### config.mk
export PLATFORM = sky130hd
export DESIGN_NAME = iagc_controller
export DESIGN_NICKNAME = d
export VERILOG_FILES = /design/src/rtl/iagc_pkg.sv /design/src/rtl/iagc_tx_byte.sv /design/src/rtl/iagc_controller.sv
export SDC_FILE = /design/constraint.sdc
export NUM_CORES = 1
export LEC_CHECK = 0
export CORE_MARGIN = 3
export CORE_UTILIZATION = 57
export CTS_BUF_LIST = sky130_fd_sc_hd__clkbuf_4 sky130_fd_sc_hd__clkbuf_8
export DETAILED_ROUTE_END_ITERATION = 12
export PLACE_DENSITY = 0.83
export SYNTH_ARGS = -nofsm -noshare
export SYNTH_HDL_FRONTEND = slang
export SYNTH_SLANG_ARGS = --single-unit
export TNS_END_PERCENT = 20
### constraint.sdc
create_clock -name i_clock -period 4.3 [get_ports i_clock]
set_clock_uncertainty 0.15 [all_clocks]
set_input_delay 0.645 -clock i_clock [delete_from_list [all_inputs] [get_ports i_clock]]
set_output_delay 0.645 -clock i_clock [all_outputs]
set_load 0.05 [all_outputs]
### src/rtl/iagc_pkg.sv
// iagc_pkg: shared definitions for the IAGC capture-path controller.
//   - iagc_state_e : controller states; the encoding is the status code driven on the bus
//   - dump_phase_e : sub-steps of one DUMP_MEM word
//   - opcode, ACK/NAK byte constants and an operand range helper
package iagc_pkg;

  typedef enum logic [3:0] {
    StReset    = 4'd0,
    StInit     = 4'd1,
    StIdle     = 4'd2,
    StSample   = 4'd3,
    StCmdParse = 4'd4,
    StCmdRead  = 4'd5,
    StCmdError = 4'd6,
    StDumpMem  = 4'd7,
    StCleanMem = 4'd8,
    StSetMem   = 4'd9,
    StSetDec   = 4'd10
  } iagc_state_e;

  typedef enum logic [2:0] {
    PhAddr,
    PhCap,
    PhHi,
    PhLo,
    PhCks,
    PhAck
  } dump_phase_e;

  localparam logic [7:0] OpSample = 8'h53;
  localparam logic [7:0] OpDump   = 8'h44;
  localparam logic [7:0] OpClean  = 8'h43;
  localparam logic [7:0] OpSetMem = 8'h4D;
  localparam logic [7:0] OpSetDec = 8'h52;
  localparam logic [7:0] OpAbort  = 8'h1B;

  localparam logic [7:0] RespAck = 8'h06;
  localparam logic [7:0] RespNak = 8'h15;

  // True when v lies in 1 .. 2^width-1.
  function automatic logic in_range(logic [15:0] v, int unsigned width);
    return (v != '0) && ((v >> width) == '0);
  endfunction

endpackage

### src/rtl/iagc_tx_byte.sv
// iagc_tx_byte: one-byte holding register towards the serial transmitter.
//   i_load/i_data : capture a byte when no byte is pending
//   o_tx_data     : held stable while o_tx_valid is high
//   o_tx_valid    : drops on the edge where i_tx_ready accepts the byte
module iagc_tx_byte (
  input  logic       i_clock,
  input  logic       i_reset,
  input  logic       i_load,
  input  logic [7:0] i_data,
  input  logic       i_tx_ready,
  output logic [7:0] o_tx_data,
  output logic       o_tx_valid
);

  logic [7:0] data_q, data_d;
  logic       valid_q, valid_d;

  always_comb begin
    data_d  = data_q;
    valid_d = valid_q;
    if (valid_q && i_tx_ready) begin
      valid_d = 1'b0;
    end else if (!valid_q && i_load) begin
      valid_d = 1'b1;
      data_d  = i_data;
    end
  end

  always_ff @(posedge i_clock or posedge i_reset) begin
    if (i_reset) begin
      data_q  <= '0;
      valid_q <= 1'b0;
    end else begin
      data_q  <= data_d;
      valid_q <= valid_d;
    end
  end

  assign o_tx_data  = data_q;
  assign o_tx_valid = valid_q;

endmodule

### src/rtl/iagc_controller.sv
// iagc_controller: command sequencer for the IAGC capture path.
//   i_rx_data/i_rx_valid    : command and operand bytes from the serial receiver
//   o_tx_data/o_tx_valid    : response / dump bytes, accepted by i_tx_ready
//   i_sampler_end           : sampler finished a capture
//   o_iagc_status           : current state code
//   o_memory_size/o_decimator : configuration registers
//   o_mem_addr/o_mem_wdata/o_mem_we/i_mem_rdata : sample memory port (dump/clean)
// Optional: define IAGC_DUMP_CHECKSUM_EN to append an XOR checksum byte to dumps.
module iagc_controller
  import iagc_pkg::*;
#(
  parameter int unsigned DATA_SIZE        = 16,
  parameter int unsigned ADDR_SIZE        = 12,
  parameter int unsigned IAGC_STATUS_SIZE = 4,
  parameter int unsigned DECIMATOR_SIZE   = 4,
  parameter int unsigned DEFAULT_MEM_SIZE = 4095,
  parameter int unsigned CMD_TIMEOUT      = 1000000
) (
  input  logic                        i_clock,
  input  logic                        i_reset,
  input  logic [7:0]                  i_rx_data,
  input  logic                        i_rx_valid,
  output logic [7:0]                  o_tx_data,
  output logic                        o_tx_valid,
  input  logic                        i_tx_ready,
  input  logic                        i_sampler_end,
  output logic [IAGC_STATUS_SIZE-1:0] o_iagc_status,
  output logic [ADDR_SIZE-1:0]        o_memory_size,
  output logic [DECIMATOR_SIZE-1:0]   o_decimator,
  output logic [ADDR_SIZE-1:0]        o_mem_addr,
  output logic [DATA_SIZE-1:0]        o_mem_wdata,
  output logic                        o_mem_we,
  input  logic [DATA_SIZE-1:0]        i_mem_rdata
);

  localparam int unsigned TmoW = $clog2(CMD_TIMEOUT + 1);
  localparam logic [TmoW-1:0] TmoLast = TmoW'(CMD_TIMEOUT - 1);

  iagc_state_e                state_q, state_d;
  dump_phase_e                phase_q, phase_d;
  logic                       resp_q, resp_d;  // byte handed to tx, awaiting acceptance
  logic [7:0]                 opcode_q, opcode_d;
  logic [15:0]                operand_q, operand_d;
  logic [1:0]                 rem_q, rem_d;
  logic [TmoW-1:0]            tmo_q, tmo_d;
  logic [ADDR_SIZE-1:0]       mem_size_q, mem_size_d;
  logic [DECIMATOR_SIZE-1:0]  dec_q, dec_d;
  logic [ADDR_SIZE-1:0]       mem_addr_q, mem_addr_d;
  logic                       mem_we_q, mem_we_d;
  logic [DATA_SIZE-1:0]       rdata_q, rdata_d;
`ifdef IAGC_DUMP_CHECKSUM_EN
  logic [7:0]                 cks_q, cks_d;
`endif

  logic       tx_load;
  logic [7:0] tx_byte;
  logic       tx_accept;
  logic [ADDR_SIZE-1:0] last_addr;

  assign tx_accept = o_tx_valid && i_tx_ready;
  assign last_addr = mem_size_q - ADDR_SIZE'(1);

  always_comb begin
    state_d    = state_q;
    phase_d    = phase_q;
    resp_d     = resp_q;
    opcode_d   = opcode_q;
    operand_d  = operand_q;
    rem_d      = rem_q;
    tmo_d      = tmo_q;
    mem_size_d = mem_size_q;
    dec_d      = dec_q;
    mem_addr_d = mem_addr_q;
    mem_we_d   = 1'b0;
    rdata_d    = rdata_q;
`ifdef IAGC_DUMP_CHECKSUM_EN
    cks_d      = cks_q;
`endif
    tx_load    = 1'b0;
    tx_byte    = RespAck;

    unique case (state_q)
      StReset: state_d = StInit;
      StInit: begin
        opcode_d  = '0;
        operand_d = '0;
        tmo_d     = '0;
        rem_d     = '0;
        state_d   = StIdle;
      end
      StIdle: begin
        if (i_rx_valid) begin
          opcode_d = i_rx_data;
          state_d  = StCmdParse;
        end
      end
      StCmdParse: begin
        tmo_d     = '0;
        operand_d = '0;
        case (opcode_q)
          OpSample: state_d = StSample;
          OpDump: begin
            state_d    = StDumpMem;
            phase_d    = PhAddr;
            mem_addr_d = '0;
`ifdef IAGC_DUMP_CHECKSUM_EN
            cks_d      = '0;
`endif
          end
          OpClean: begin
            state_d    = StCleanMem;
            mem_addr_d = '0;
            mem_we_d   = 1'b1;
          end
          OpSetMem: begin
            rem_d   = 2'd2;
            state_d = StCmdRead;
          end
          OpSetDec: begin
            rem_d   = 2'd1;
            state_d = StCmdRead;
          end
          default: state_d = StCmdError;
        endcase
      end
      StCmdRead: begin
        if (i_rx_valid) begin
          operand_d = {operand_q[7:0], i_rx_data};
          tmo_d     = '0;
          rem_d     = rem_q - 2'd1;
          if (rem_q == 2'd1) begin
            state_d = (opcode_q == OpSetMem) ? StSetMem : StSetDec;
          end
        end else if (tmo_q == TmoLast) begin
          state_d = StCmdError;
        end else begin
          tmo_d = tmo_q + TmoW'(1);
        end
      end
      StSetMem: begin
        if (!resp_q) begin
          if (in_range(operand_q, ADDR_SIZE)) begin
            mem_size_d = operand_q[ADDR_SIZE-1:0];
            tx_load    = 1'b1;
            resp_d     = 1'b1;
          end else begin
            state_d = StCmdError;
          end
        end else if (tx_accept) begin
          resp_d  = 1'b0;
          state_d = StIdle;
        end
      end
      StSetDec: begin
        if (!resp_q) begin
          if (in_range(operand_q, DECIMATOR_SIZE)) begin
            dec_d   = operand_q[DECIMATOR_SIZE-1:0];
            tx_load = 1'b1;
            resp_d  = 1'b1;
          end else begin
            state_d = StCmdError;
          end
        end else if (tx_accept) begin
          resp_d  = 1'b0;
          state_d = StIdle;
        end
      end
      StSample: begin
        // Abort wins over a simultaneous capture-complete.
        if (!resp_q) begin
          if (i_rx_valid && (i_rx_data == OpAbort)) begin
            tx_load = 1'b1;
            tx_byte = RespNak;
            resp_d  = 1'b1;
          end else if (i_sampler_end) begin
            tx_load = 1'b1;
            resp_d  = 1'b1;
          end
        end else if (tx_accept) begin
          resp_d  = 1'b0;
          state_d = StIdle;
        end
      end
      StCmdError: begin
        if (!resp_q) begin
          tx_load = 1'b1;
          tx_byte = RespNak;
          resp_d  = 1'b1;
        end else if (tx_accept) begin
          resp_d  = 1'b0;
          state_d = StIdle;
        end
      end
      StCleanMem: begin
        if (mem_we_q) begin
          if (mem_addr_q == last_addr) begin
            mem_addr_d = '0;
          end else begin
            mem_addr_d = mem_addr_q + ADDR_SIZE'(1);
            mem_we_d   = 1'b1;
          end
        end else if (!resp_q) begin
          tx_load = 1'b1;
          resp_d  = 1'b1;
        end else if (tx_accept) begin
          resp_d  = 1'b0;
          state_d = StIdle;
        end
      end
      StDumpMem: begin
        unique case (phase_q)
          PhAddr: phase_d = PhCap;
          // Read data for the address driven last cycle is valid now.
          PhCap: begin
            rdata_d = i_mem_rdata;
            phase_d = PhHi;
          end
          PhHi: begin
            if (!resp_q) begin
              tx_load = 1'b1;
              tx_byte = rdata_q[15:8];
              resp_d  = 1'b1;
`ifdef IAGC_DUMP_CHECKSUM_EN
              cks_d   = cks_q ^ rdata_q[15:8];
`endif
            end else if (tx_accept) begin
              resp_d  = 1'b0;
              phase_d = PhLo;
            end
          end
          PhLo: begin
            if (!resp_q) begin
              tx_load = 1'b1;
              tx_byte = rdata_q[7:0];
              resp_d  = 1'b1;
`ifdef IAGC_DUMP_CHECKSUM_EN
              cks_d   = cks_q ^ rdata_q[7:0];
`endif
            end else if (tx_accept) begin
              resp_d = 1'b0;
              if (mem_addr_q == last_addr) begin
`ifdef IAGC_DUMP_CHECKSUM_EN
                phase_d = PhCks;
`else
                phase_d = PhAck;
`endif
              end else begin
                mem_addr_d = mem_addr_q + ADDR_SIZE'(1);
                phase_d    = PhAddr;
              end
            end
          end
`ifdef IAGC_DUMP_CHECKSUM_EN
          PhCks: begin
            if (!resp_q) begin
              tx_load = 1'b1;
              tx_byte = cks_q;
              resp_d  = 1'b1;
            end else if (tx_accept) begin
              resp_d  = 1'b0;
              phase_d = PhAck;
            end
          end
`endif
          PhAck: begin
            if (!resp_q) begin
              tx_load = 1'b1;
              resp_d  = 1'b1;
            end else if (tx_accept) begin
              resp_d     = 1'b0;
              mem_addr_d = '0;
              state_d    = StIdle;
            end
          end
          default: phase_d = PhAddr;
        endcase
      end
      default: state_d = StReset;
    endcase
  end

  always_ff @(posedge i_clock or posedge i_reset) begin
    if (i_reset) begin
      state_q    <= StReset;
      phase_q    <= PhAddr;
      resp_q     <= 1'b0;
      opcode_q   <= '0;
      operand_q  <= '0;
      rem_q      <= '0;
      tmo_q      <= '0;
      mem_size_q <= ADDR_SIZE'(DEFAULT_MEM_SIZE);
      dec_q      <= DECIMATOR_SIZE'(1);
      mem_addr_q <= '0;
      mem_we_q   <= 1'b0;
      rdata_q    <= '0;
`ifdef IAGC_DUMP_CHECKSUM_EN
      cks_q      <= '0;
`endif
    end else begin
      state_q    <= state_d;
      phase_q    <= phase_d;
      resp_q     <= resp_d;
      opcode_q   <= opcode_d;
      operand_q  <= operand_d;
      rem_q      <= rem_d;
      tmo_q      <= tmo_d;
      mem_size_q <= mem_size_d;
      dec_q      <= dec_d;
      mem_addr_q <= mem_addr_d;
      mem_we_q   <= mem_we_d;
      rdata_q    <= rdata_d;
`ifdef IAGC_DUMP_CHECKSUM_EN
      cks_q      <= cks_d;
`endif
    end
  end

  iagc_tx_byte u_tx_byte (
    .i_clock    (i_clock),
    .i_reset    (i_reset),
    .i_load     (tx_load),
    .i_data     (tx_byte),
    .i_tx_ready (i_tx_ready),
    .o_tx_data  (o_tx_data),
    .o_tx_valid (o_tx_valid)
  );

  assign o_iagc_status = IAGC_STATUS_SIZE'(state_q);
  assign o_memory_size = mem_size_q;
  assign o_decimator   = dec_q;
  assign o_mem_addr    = mem_addr_q;
  assign o_mem_we      = mem_we_q;
  assign o_mem_wdata   = '0;

endmodule

# == Word-level counts from Yosys, hierarchy flattened ==
# Cells that the tools add are included.
# totals
ff_bits,108
inputBits,29
out_inout_bits,58
wordCells,176
# classes
n_addsub,4
eq_ne,46
muxes,75
n_bitwise,2
reduce_logical,35
# ops
op,n
$mux 12,8
$mux 4,12
$eq 8x7->1 const B,5
$mux 20,2
$pmux 20 s2,1
$pmux 4 s10,1
$ne 3x3->1 const B,13
$pmux 12 s3,1
$logic_not 16->1,2
$pmux 16 s2,1
$pmux 8 s2,2
$mux 8,3
$pmux 12 s2,1
$pmux 8 s3,1
$mux 1,22
$add 20x1->20 const B,1
$eq 20x20->1 const B,1
$mux 3,6
$ne 2x2->1 const B,9
$eq 4x3->1 const B,4
$mux 16,1
$pmux 4 s4,1
$reduce_bool 16->1,1
$mux 5,3
other kinds (34),60

# == Longest topological paths before layout ==
# logic_depth
ltp_word,8
ltp_mapped,13
mapped_depth_nobuf,10

# == Modules after synthesis ==
# A second synthesis with hierarchy kept.
# hier_totals
cells_unflattened,628
area_unflattened_um2,6134.6
# by_module_without_submodules
mod,n_inst,cells_per_inst,area_each_um2,seq_area_each_um2
iagc_controller,1,606,5756.8,2493.6
iagc_tx_byte,1,22,377.9,225.2

# == Worst setup path after synthesis ==
# OpenSTA, ideal clock, no wires.
# synth_path
path_type,register -> register
start,"register mem_size_q[0], in the netlist o_memory_size[0]"
end,"register mem_addr_q[11], in the netlist o_mem_addr[11]"
setup_ns,0.101
t_arrival_ns,2.642
required_time_ns,4.049
setup_slack_ns,1.407
stages_incl_launch_ff,14
n_path_buf,3
period_less_slack_ns,2.893
path_cell_list,dfstp_2 buf_2 inv_1 ha_1 clkbuf_1 nor2b_1 nand4b_1 o31ai_1 a211oi_1 o22ai_1 a41oi_2 o21ai_1 buf_6 o311ai_2
# synth_between
elab_chain_cells,5
elab_cells_between_ends,7
cone_classes,add/sub (1); eq/ne (2); mux (3); reduce/logical (1)
# synth_rtl
item,line,source
start: declaration,iagc_controller.sv:46,"logic [ADDR_SIZE-1:0] mem_size_q, mem_size_d;"
start signal: assignment,iagc_controller.sv:291,mem_size_q <= ADDR_SIZE'(DEFAULT_MEM_SIZE);
start signal: assignment,iagc_controller.sv:307,mem_size_q <= mem_size_d;
$sub 12x1->12 (*),iagc_controller.sv:61,assign last_addr = mem_size_q - ADDR_SIZE'(1);
$eq 12x12->1 (*),"iagc_controller.sv:196, iagc_controller.sv:241",
$mux 12,iagc_controller.sv:196,if (mem_addr_q == last_addr) begin
$mux 12,iagc_controller.sv:195,if (mem_we_q) begin
$pmux 12 s3,iagc_controller.sv:82,unique case (state_q)
end signal: assignment,iagc_controller.sv:309,mem_addr_q <= mem_addr_d;
end: declaration,iagc_controller.sv:48,"logic [ADDR_SIZE-1:0] mem_addr_q, mem_addr_d;"
# Every way passes the cells marked *; elsewhere a longest branch is shown, timed or not. The select of a mux whose other input is x is not followed.
# A chain may end at the register's enable or synchronous reset.

# == Final worst setup path ==
# layout_path
start,"register mem_size_q[0], in the netlist o_memory_size[0]"
end,"register mem_addr_q[9], in the netlist o_mem_addr[9]"
# The elaborated chain is that of the path after synthesis.

==> results.yml <==
floorplan:
  initial_core_util: 0.601
  io_pins: 87
  die_area_mm2: 0.0119
  rows: 36
  die_x_um: 109
  coreArea_mm2: 0.0100
  fp.dieH_um: 109
placed_design:
  place_congestion: 0.923
  placement.io_buffers: 70
  dp_hpwl_um: 10200
timing:
  fmax_mhz: 292
  period_needed_ps: 3430
  rsz0062_at_grt: "no"
  slew_viol_final: 0
  finalCritPeriodShare: 0.798
  slew_headroom: 0.280
  hold_ws_ps: 343
  finalHoldViolCount: 0
  setup_viol: 0
  setup_tns_ps: 0
  worst_pin_slew_ps: 1080
grt:
  grt_use_met1: 0.369
  grt_remaining_overflow: 0
  grtUsageMet3: 0.0598
  grt_usage: 0.259
  gr-max-usage-layer: "met2"
  antenna_found_initial: 0
  grt_pass1_vias: 4798
  grt_first_pass_wirelength_um: 24200
  grt_max_degree: 90
  met2_usage: 0.397
synth:
  synth_top_area_share: 0.394
  synth_area_per_cell_um2: 9.45
  ys_async_sr_fraction: 1.00
  yosysWarnings: 0
  synth_edf_count: 0
  ys_seq_area_frac: 0.451
  ys_top_cells_by_area: "dfrtp_1, mux2_2, dfstp_2, nand2_1, nor2_1"
  syn_area_mm2: 0.00603
  synth_cell_type_count: 68
  synth_cells: 638
  synth-seq-cells: 108
  ys.flop_type: "dfrtp_1"
  post-synth-top-area-cell: "dfrtp_1"
final_layout:
  fill_cells: 787
  antenna_cells: 0
  mostFrequentLayoutCell: "dfrtp_1"
  multiInputGateArea_mm2: 0.00301
  nets: 721
  seq_area_mm2: 0.00272
  area.growth.synth_to_final_pct: 15.3
  most-common-layout-cells: "dfrtp_1, clkdlybuf4s50_1, nand2_1, nor2_1, mux2_2"
  drive_above_1_share: 0.130
setup_path:
  crit_type: "register to register"
  r2r-start: "o_memory_size[0]"
  worst-path-stages: 10
  crit_path_top_delay_cell: "o21ai_1"
  reg2reg_depth: 10
  end_kind: "register"
  startpoint_type: "register"
  required_ps: 4400
  crit_fanout: 12
  crit_buf_inv: 1
  r2r-end: "o_mem_addr[9]"
  rrSetupSlack_ps: 870
  crit_family: "compound AO/OA/AOI/OAI gates"
  max_stage_delay_ps: 740
  cp_cell_sequence: "inv_1, ha_1, nor2b_1, o21ai_0, o31ai_1, a211oi_1, o22ai_1, a31oi_2, o21ai_1, o221ai_1"
  arrival_ps: 3530
detailed_routing:
  drt-vias-per-instance: 6.06
  postRouteAntennaNets: 0
  drtIter0Drc: 466
  finalWirelength_um: 14400
  num_vias: 5005
  wl_per_cell_um: 17.4
  dr.pass1.iters: 5
  drc_errors: 0
min_path:
  hold_depth: 2
  hold_start: "opcode_q[6]"
  hold_path.class: "register to register"
  hold_end: "opcode_q[6]"
clock_tree:
  cts_buffer_depth: 2
  cts_buffers: 9
  clk_pin_slew_ps: 110
  post_cts_resize_count: 0
  htreeDepth: 3
  cts-root-buf: "clkbuf_8"
  clock_sinks: 108
  clk-insertion-delay-late_ps: 400
  post-cts-setup-buffer-count: 0
  cts_hold_buf: 0
  cts_tree: "done"
flow_run:
  max_cap_violations: 0
pwr:
  ir_worst_vdd_uv: 414
  p_leak_nw: 2.97
  powerDensity_mw_per_mm2: 583
outcome:
  status: "finished clean"
==> through the flow <==
stage	utilization	std cells	power [mW]	setup slack, ps	cell area, µm²
floorplan	-	653	2.83	681	6090
global placement	0.669	810	3.26	1110	6720
detailed placement	0.669	810	3.31	918	6720
CTS	0.693	826	4.05	897	6960
global route	0.693	826	4.31	530	6960
finish	0.693	826	4.05	870	6960
==> registers in the layout, summed over array words and instances, names as in the netlist, 2 cells and up <==
name	flops
opcode_q	8
tmo_q	20
o_iagc_status	4
operand_q	16
rdata_q	16
phase_q	3
o_decimator	4
u_tx_byte.o_tx_data	8
o_mem_addr	12
o_memory_size	12
rem_q	2
==> report_power, final <==
part,switching (mW),internal [mW],leakage (nW)
sequential,0.375,1.26,1.43
combinational,1.05,0.638,1.42
clock,0.388,0.344,0.121
==> per-layer routing <==
metal,vias up,routed length (µm)
met5,-,0
met4,0,245
met3,32,872
met2,197,6860
met1,2432,6400
li1,2344,-
==> cell type report <==
class | instances | share of cell area
tap | 133 | 0.0239
clock inverter | 7 | 0.0167
multi-input combinational | 471 | 0.432
timing repair buffer | 74 | 0.105
sequential | 108 | 0.391
inverter | 24 | 0.0133
clock buffer | 9 | 0.0178
==> how the worst max path moves through the flow <==
stage | startpoint | end | slack [ps]
global route | o_memory_size[0] | o_mem_addr[9] | 530
detailed placement | o_memory_size[0] | o_mem_addr[9] | 920
finish | o_memory_size[0] | o_mem_addr[9] | 870
CTS | o_memory_size[0] | o_mem_addr[9] | 900
floorplan | i_reset | o_decimator[1] | 680
global placement | o_memory_size[0] | o_mem_addr[9] | 1110
==> logic make-up (layout without fill, tap and decap cells) <==
group | after synthesis | count (layout) | share of synthesized area
simple gates | 232 | 232 | 0.192
compound gates | 145 | 145 | 0.162
fa+ha+maj | 4 | 4 | 0.00830
buf+inv | 74 | 114 | 0.0599
xor+xnor | 28 | 28 | 0.0419
other cells | 1 | 16 | 0.000622
mux | 46 | 46 | 0.0846
flops | 108 | 108 | 0.451
==> synth_stat cells (all sizes together) (15+ instances only) <==
| cell type | n |
|---|---|
| dfrtp | 95 |
| nand2 | 64 |
| a22o | 16 |
| o21ai | 42 |
| nor3 | 19 |
| xnor2 | 17 |
| nor2 | 51 |
| nand4 | 15 |
| nand3 | 28 |
| mux2 | 40 |
| buf | 28 |
| a21oi | 33 |
| clkbuf | 22 |
| inv | 24 |
==> worst reg2reg max path: cells and delay by family, from the launching register on <==
family,cells,cell delay [ps]
adders and majority gates,1,330
DFF,1,440
buffers and inverters,1,70
AOI/OAI and AO/OA,7,2070
and+or+nand+nor,1,210
No activity file was read; power rests on OpenSTA's default activity.
